===== src/rtl/muldiv_pkg.sv =====
// Shared definitions for the multiply/divide unit: datapath width, divider
// iteration count and the common sequencer state encoding.
package muldiv_pkg;

    localparam int unsigned MulDivWidth    = 32;
    localparam int unsigned DivIterations  = 32;
    localparam int unsigned IterCountWidth = $clog2(DivIterations);

    typedef enum logic [2:0] {
        StIdle,
        StCalc,
        StFix,
        StDone,
        StZero
    } mdState_e;

endpackage


===== src/rtl/div_step.sv =====
// One restoring-division step: shift the next dividend bit into the partial
// remainder and subtract the divisor magnitude when it fits.
module div_step #(
    parameter int unsigned WIDTH = 32
) (
    input  logic [WIDTH:0]   rem,
    input  logic [WIDTH-1:0] q,
    input  logic [WIDTH:0]   divAbs,
    output logic [WIDTH:0]   remNext,
    output logic [WIDTH-1:0] qNext
);

    localparam int unsigned RemW = WIDTH + 1;

    // One extra bit so the shifted remainder can never overflow the compare.
    logic [WIDTH+1:0] shifted;
    logic [WIDTH+1:0] divExt;
    logic             fits;

    always_comb begin
        shifted = {rem, q[WIDTH-1]};
        divExt  = {1'b0, divAbs};
        fits    = (shifted >= divExt);
        remNext = fits ? RemW'(shifted - divExt) : RemW'(shifted);
        qNext   = {q[WIDTH-2:0], fits};
    end

endmodule


===== src/rtl/seq_divider.sv =====
// Iterative signed divider: one restoring step per cycle on operand
// magnitudes, signs reapplied in a final fix-up cycle. LO=quotient, HI=remainder.
module seq_divider
    import muldiv_pkg::*;
#(
    parameter int unsigned WIDTH = MulDivWidth
) (
    input  logic             clk,
    input  logic             reset,
    input  logic             start,
    input  logic [WIDTH-1:0] dividend,
    input  logic [WIDTH-1:0] divisor,
    output logic [WIDTH-1:0] hi,
    output logic [WIDTH-1:0] lo,
    output logic             done,
    output logic             div_zero,
    output logic             busy
);

    localparam logic [IterCountWidth-1:0] LastCount = IterCountWidth'(DivIterations - 1);
    localparam logic [IterCountWidth-1:0] CountOne  = IterCountWidth'(1);

    mdState_e                  state;
    logic [IterCountWidth-1:0] count;
    logic [WIDTH:0]            remReg;
    logic [WIDTH-1:0]          quotReg;
    logic [WIDTH:0]            divAbs;
    logic                      qNeg;
    logic                      rNeg;

    logic [WIDTH-1:0]          dividendMag;
    logic [WIDTH-1:0]          divisorMag;
    logic [WIDTH:0]            remNext;
    logic [WIDTH-1:0]          quotNext;

    // Unsigned negation of 0x80000000 yields 0x80000000, i.e. the correct magnitude.
    always_comb begin
        dividendMag = dividend[WIDTH-1] ? -dividend : dividend;
        divisorMag  = divisor[WIDTH-1]  ? -divisor  : divisor;
    end

    div_step #(
        .WIDTH (WIDTH)
    ) uStep (
        .rem     (remReg),
        .q       (quotReg),
        .divAbs  (divAbs),
        .remNext (remNext),
        .qNext   (quotNext)
    );

    always_ff @(posedge clk) begin
        if (reset) begin
            state    <= StIdle;
            count    <= '0;
            remReg   <= '0;
            quotReg  <= '0;
            divAbs   <= '0;
            qNeg     <= 1'b0;
            rNeg     <= 1'b0;
            hi       <= '0;
            lo       <= '0;
            done     <= 1'b0;
            div_zero <= 1'b0;
            busy     <= 1'b0;
        end else begin
            done     <= 1'b0;
            div_zero <= 1'b0;
            case (state)
                StIdle: begin
                    if (start) begin
                        busy <= 1'b1;
                        if (divisor == '0) begin
                            state    <= StZero;
                            div_zero <= 1'b1;
                        end else begin
                            state   <= StCalc;
                            count   <= '0;
                            remReg  <= '0;
                            quotReg <= dividendMag;
                            divAbs  <= {1'b0, divisorMag};
                            qNeg    <= dividend[WIDTH-1] ^ divisor[WIDTH-1];
                            rNeg    <= dividend[WIDTH-1];
                        end
                    end
                end
                StCalc: begin
                    remReg  <= remNext;
                    quotReg <= quotNext;
                    count   <= count + CountOne;
                    if (count == LastCount) begin
                        state <= StFix;
                    end
                end
                StFix: begin
                    // Quotient wraps mod 2^WIDTH; 0x80000000 / -1 lands back on 0x80000000.
                    lo    <= qNeg ? -quotReg : quotReg;
                    hi    <= rNeg ? -remReg[WIDTH-1:0] : remReg[WIDTH-1:0];
                    done  <= 1'b1;
                    state <= StDone;
                end
                StDone: begin
                    busy  <= 1'b0;
                    state <= StIdle;
                end
                StZero: begin
                    busy  <= 1'b0;
                    state <= StIdle;
                end
                default: begin
                    busy  <= 1'b0;
                    state <= StIdle;
                end
            endcase
        end
    end

endmodule


===== config.mk =====
export PLATFORM = sky130hd
export DESIGN_NAME = seq_divider
export DESIGN_NICKNAME = d
export VERILOG_FILES = /design/src/rtl/muldiv_pkg.sv /design/src/rtl/div_step.sv /design/src/rtl/seq_divider.sv
export SDC_FILE = /design/constraint.sdc
export NUM_CORES = 1
export LEC_CHECK = 0
export BUFFER_PORTS_ARGS = -buffer_cell sky130_fd_sc_hd__buf_4
export CAP_MARGIN = 20
export CORE_ASPECT_RATIO = 1.75
export CORE_UTILIZATION = 45
export CTS_BUF_LIST = sky130_fd_sc_hd__clkbuf_4
export CTS_CLUSTER_SIZE = 28
export DETAILED_ROUTE_END_ITERATION = 8
export GPL_ROUTABILITY_DRIVEN = 0
export PLACE_DENSITY = 0.73
export SYNTH_ARGS = -nofsm -noshare
export SYNTH_HDL_FRONTEND = slang
export SYNTH_SLANG_ARGS = --single-unit

===== constraint.sdc =====
create_clock -name clk -period 3 [get_ports clk]
set_input_delay 0.6 -clock clk [delete_from_list [all_inputs] [get_ports clk]]
set_output_delay 0.6 -clock clk [all_outputs]
set_load 0.1 [all_outputs]

==> metrics.yaml <==
status:
  status: "completed"
power:
  clockPowerShare_pct: 10.1
  p_total_mw: 13.9
  comb_power_share_pct: 68.7
  p_per_area_mw_per_mm2: 1080
  switchingPower_mw: 6.21
  leakage_nw: 5.24
  p_int_mw: 7.68
  vdd_ir_drop_max_mv: 0.897
  switching_share_pct: 44.7
  seq_power_share_pct: 21.3
route:
  ant_nets: 0
  vias: 10100
  drtIter0Drc: 714
  drt-vias-per-instance: 5.64
  routed_wl_um: 28100
  routedWlPerCell_um: 15.7
  firstDrtPassIters: 5
  drc_errors: 0
global_routing:
  grt_remaining_overflow: 0
  grt_max_degree: 125
  grt_pass1_vias: 9505
  antenna_found_initial: 1
  grt_pass1_wl_um: 45100
  grtUsageTotal_pct: 23.3
hold_path:
  min_from: "divisor[11]"
  hold_path.class: "in -> reg"
  whs_endpoint: "divAbs[11]$_SDFFE_PP0P_"
  hold_depth: 4
clocking:
  cts-root-buf: "clkbuf_4"
  numCtsBuffers: 17
  clock_sinks: 174
  htreeDepth: 4
  clock_path_buffers: 2
  hold_buffers: 0
  path_clk_slew_ns: 0.15
  cts_tree: "yes"
  clock_latency_ns: 0.59
sta:
  drv_slew: 0
  fin_crit_sh_pct: 98.3
  slew_headroom_pct: 35.0
  layout_min_cycle_time_ns: 2.95
  fin_ws_ns: 0.0513
  finalSetupTns_ns: 0
  skew_ns: 0.0213
  finalHoldViolations: 0
  rsz0062_at_grt: "true"
  max_clock_freq_mhz: 339
  setup_viol: 0
  tightest_slew_ns: 0.973
cells_and_area:
  stdcell_area_mm2: 0.0129
  nets: 1572
  drive_above_1_share_pct: 20.1
  post-route-util_pct: 55.4
  final_cell_mix: "buf_4, dfxtp_1, nor2_1, nand2_1, xor2_1"
  area_growth_syn_to_layout_pct: 21.4
  final_common_cell: "buf_4"
  n_fill_cell: 2146
synthesis:
  ys.flop_type: "dfxtp_1"
  synthCells: 1306
  netlist.area_leader.share_pct: 32.8
  synth_nets: 1412
  synth_edf_count: 0
  syn_area_mm2: 0.0106
  ys_warn_count: 0
  netlist-cell-type-count: 68
  async_reset_ff_share_pct: 0
  ys_seq_area_share_pct: 32.8
  synth-seq-cells: 174
  synth_area_leaders: "dfxtp_1, xor2_1, a211oi_1"
  synth_top_area_cell: "dfxtp_1"
  avgSynthCellArea_um2: 8.12
worst_setup_path:
  r2r-end: "remReg[0]$_SDFFE_PP0P_"
  rr_startpoint: "quotReg[31]$_SDFFE_PP0P_"
  startpoint_type: "register"
  crit_slowest_cell: "dfxtp_2"
  r2r_setup_slack_ns: 0.05
  cp-end-kind: "register"
  cp_max_fo: 6
  cpPeakStageDelay_ns: 0.35
  cp.required_ns: 3.52
  critical-path-top-delay-family: "compound AO/OA/AOI/OAI gates"
  cp_cell_sequence: "inv_2, ha_4, inv_2, fa_2, a21o_1, a221oi_2, buf_4, nor2b_4, o21ai_2, o211ai_1, a41oi_4, buf_12, buf_12, mux2_4, o21ai_2"
  reg2reg_depth: 15
  critPathBufInv: 5
  critPathArrivalTime_ns: 3.47
  path_class: "reg -> reg"
die:
  start_util_pct: 45.6
  rows: 74
  die_y_um: 205
  ios: 134
  die_w_um: 118
  fp.coreArea_mm2: 0.0232
  die_area_mm2: 0.0242
placement:
  place_area_mm2: 0.0124
  numPortBuffers: 133
  place_ws_ns: -0.121
  dpl.hpwl_um: 21400
job:
  cap_violations: 0
-- how the worst max path moves through the flow --
stage / from / to / slack [ns] / depth (start not counted)
detailed placement: quotReg[31]$_SDFFE_PP0P_ / remReg[0]$_SDFFE_PP0P_ / -0.12 / 14
global route: quotReg[31]$_SDFFE_PP0P_ / remReg[0]$_SDFFE_PP0P_ / -0.03 / 15
finish: quotReg[31]$_SDFFE_PP0P_ / remReg[0]$_SDFFE_PP0P_ / 0.05 / 15
floorplan: quotReg[31]$_SDFFE_PP0P_ / remReg[10]$_SDFFE_PP0P_ / -0.02 / 13
global placement: quotReg[31]$_SDFFE_PP0P_ / remReg[0]$_SDFFE_PP0P_ / -0.13 / 14
CTS: quotReg[31]$_SDFFE_PP0P_ / remReg[21]$_SDFFE_PP0P_ / -0.003 / 15
-- synth_stat cells, types with 15 or more instances --
cell / n
dfxtp_1: 174
nor2_1: 164
nand2_1: 108
xor2_1: 96
a211oi_1: 95
clkbuf_1: 62
o21ai_0: 59
xnor2_1: 53
a21oi_1: 48
inv_1: 48
ha_1: 38
o31ai_1: 34
o21ai_1: 27
mux2i_1: 26
nor3_1: 22
a221oi_1: 21
nand3_1: 20
a21o_1: 19
o41ai_1: 18
a22oi_1: 15
-- sequential cells by signal (all words and copies together), names as in the netlist --
name      count
busy          1
lo           32
rNeg          1
remReg       33
qNeg          1
done          1
divAbs       32
div_zero      1
quotReg      32
state         3
count         5
hi           32
-- final cells by class --
cell class / count / area [µm²] / area share, %
antenna: 1 / 2.50 / 0.0194
clock buffer: 18 / 135 / 1.05
clock inverter: 14 / 156 / 1.21
inverter: 48 / 180 / 1.40
multi-input combinational: 1001 / 6690 / 52.0
sequential: 174 / 3490 / 27.1
tap: 304 / 380 / 2.95
timing repair buffer: 224 / 1850 / 14.3
-- cells by family (layout without fill, tap and decap cells) --
group | count (synthesis) | after routing | share of synthesized area (%)
buffers and inverters | 131 | 304 | 5.06
AO/OA/AOI/OAI | 378 | 378 | 24.6
XOR/XNOR | 149 | 149 | 12.3
AND/OR/NAND/NOR | 408 | 408 | 18.0
adder cells (fa/ha/maj) | 39 | 39 | 4.67
other | 0 | 1 | 0
flip-flops | 174 | 174 | 32.8
multiplexers | 27 | 27 | 2.56
-- worst register-to-register path: stages (launching register included) --
cell	delay (ns)
dfxtp_2	0.35
inv_2	0.06
ha_4	0.13
inv_2	0.04
fa_2	0.36
a21o_1	0.19
a221oi_2	0.23
buf_4	0.17
nor2b_4	0.05
o21ai_2	0.15
o211ai_1	0.17
a41oi_4	0.28
buf_12	0.17
buf_12	0.13
mux2_4	0.31
o21ai_2	0.13
-- power groups by stage --
stage / clock network, mW / registers (mW) / logic, mW
final: 1.40 / 2.95 / 9.54
after detailed placement: 0 / 2.99 / 8.15
after CTS: 1.44 / 2.93 / 8.59
after floorplan: 0 / 2.95 / 5.67
after global routing: 1.54 / 3.00 / 10.2
after global placement: 0 / 2.97 / 7.99
-- layer usage --
| metal | up-vias | routed length, µm | GRT usage (%) |
|---|---|---|---|
| li1 | 5054 | - | - |
| met1 | 4644 | 10700 | 23.6 |
| met2 | 278 | 15000 | 44.3 |
| met3 | 93 | 923 | 3.20 |
| met4 | 0 | 1420 | 14.7 |
| met5 | - | 0 | 0 |
-- stage by stage --
| step | cells | hold slack (ns) |
|---|---|---|
| 2_1_floorplan | 1306 | 0.426 |
| 3_3_place_gp | 1742 | 0.442 |
| 3_5_place_dp | 1742 | 0.449 |
| 4_1_cts | 1776 | 0.281 |
| 5_1_grt | 1784 | 0.299 |
| 6_report | 1784 | 0.321 |
-- repair_timing --
action | in CTS | in global routing
setup endpoints to repair | 26 | 30
pin swaps | 2 | 11
gates cloned | 1 | 2
hold endpoints to repair | 0 | 0
buffers inserted | 1 | 6
gates resized for setup | 2 | 25
(Power assumes the default switching activity.)
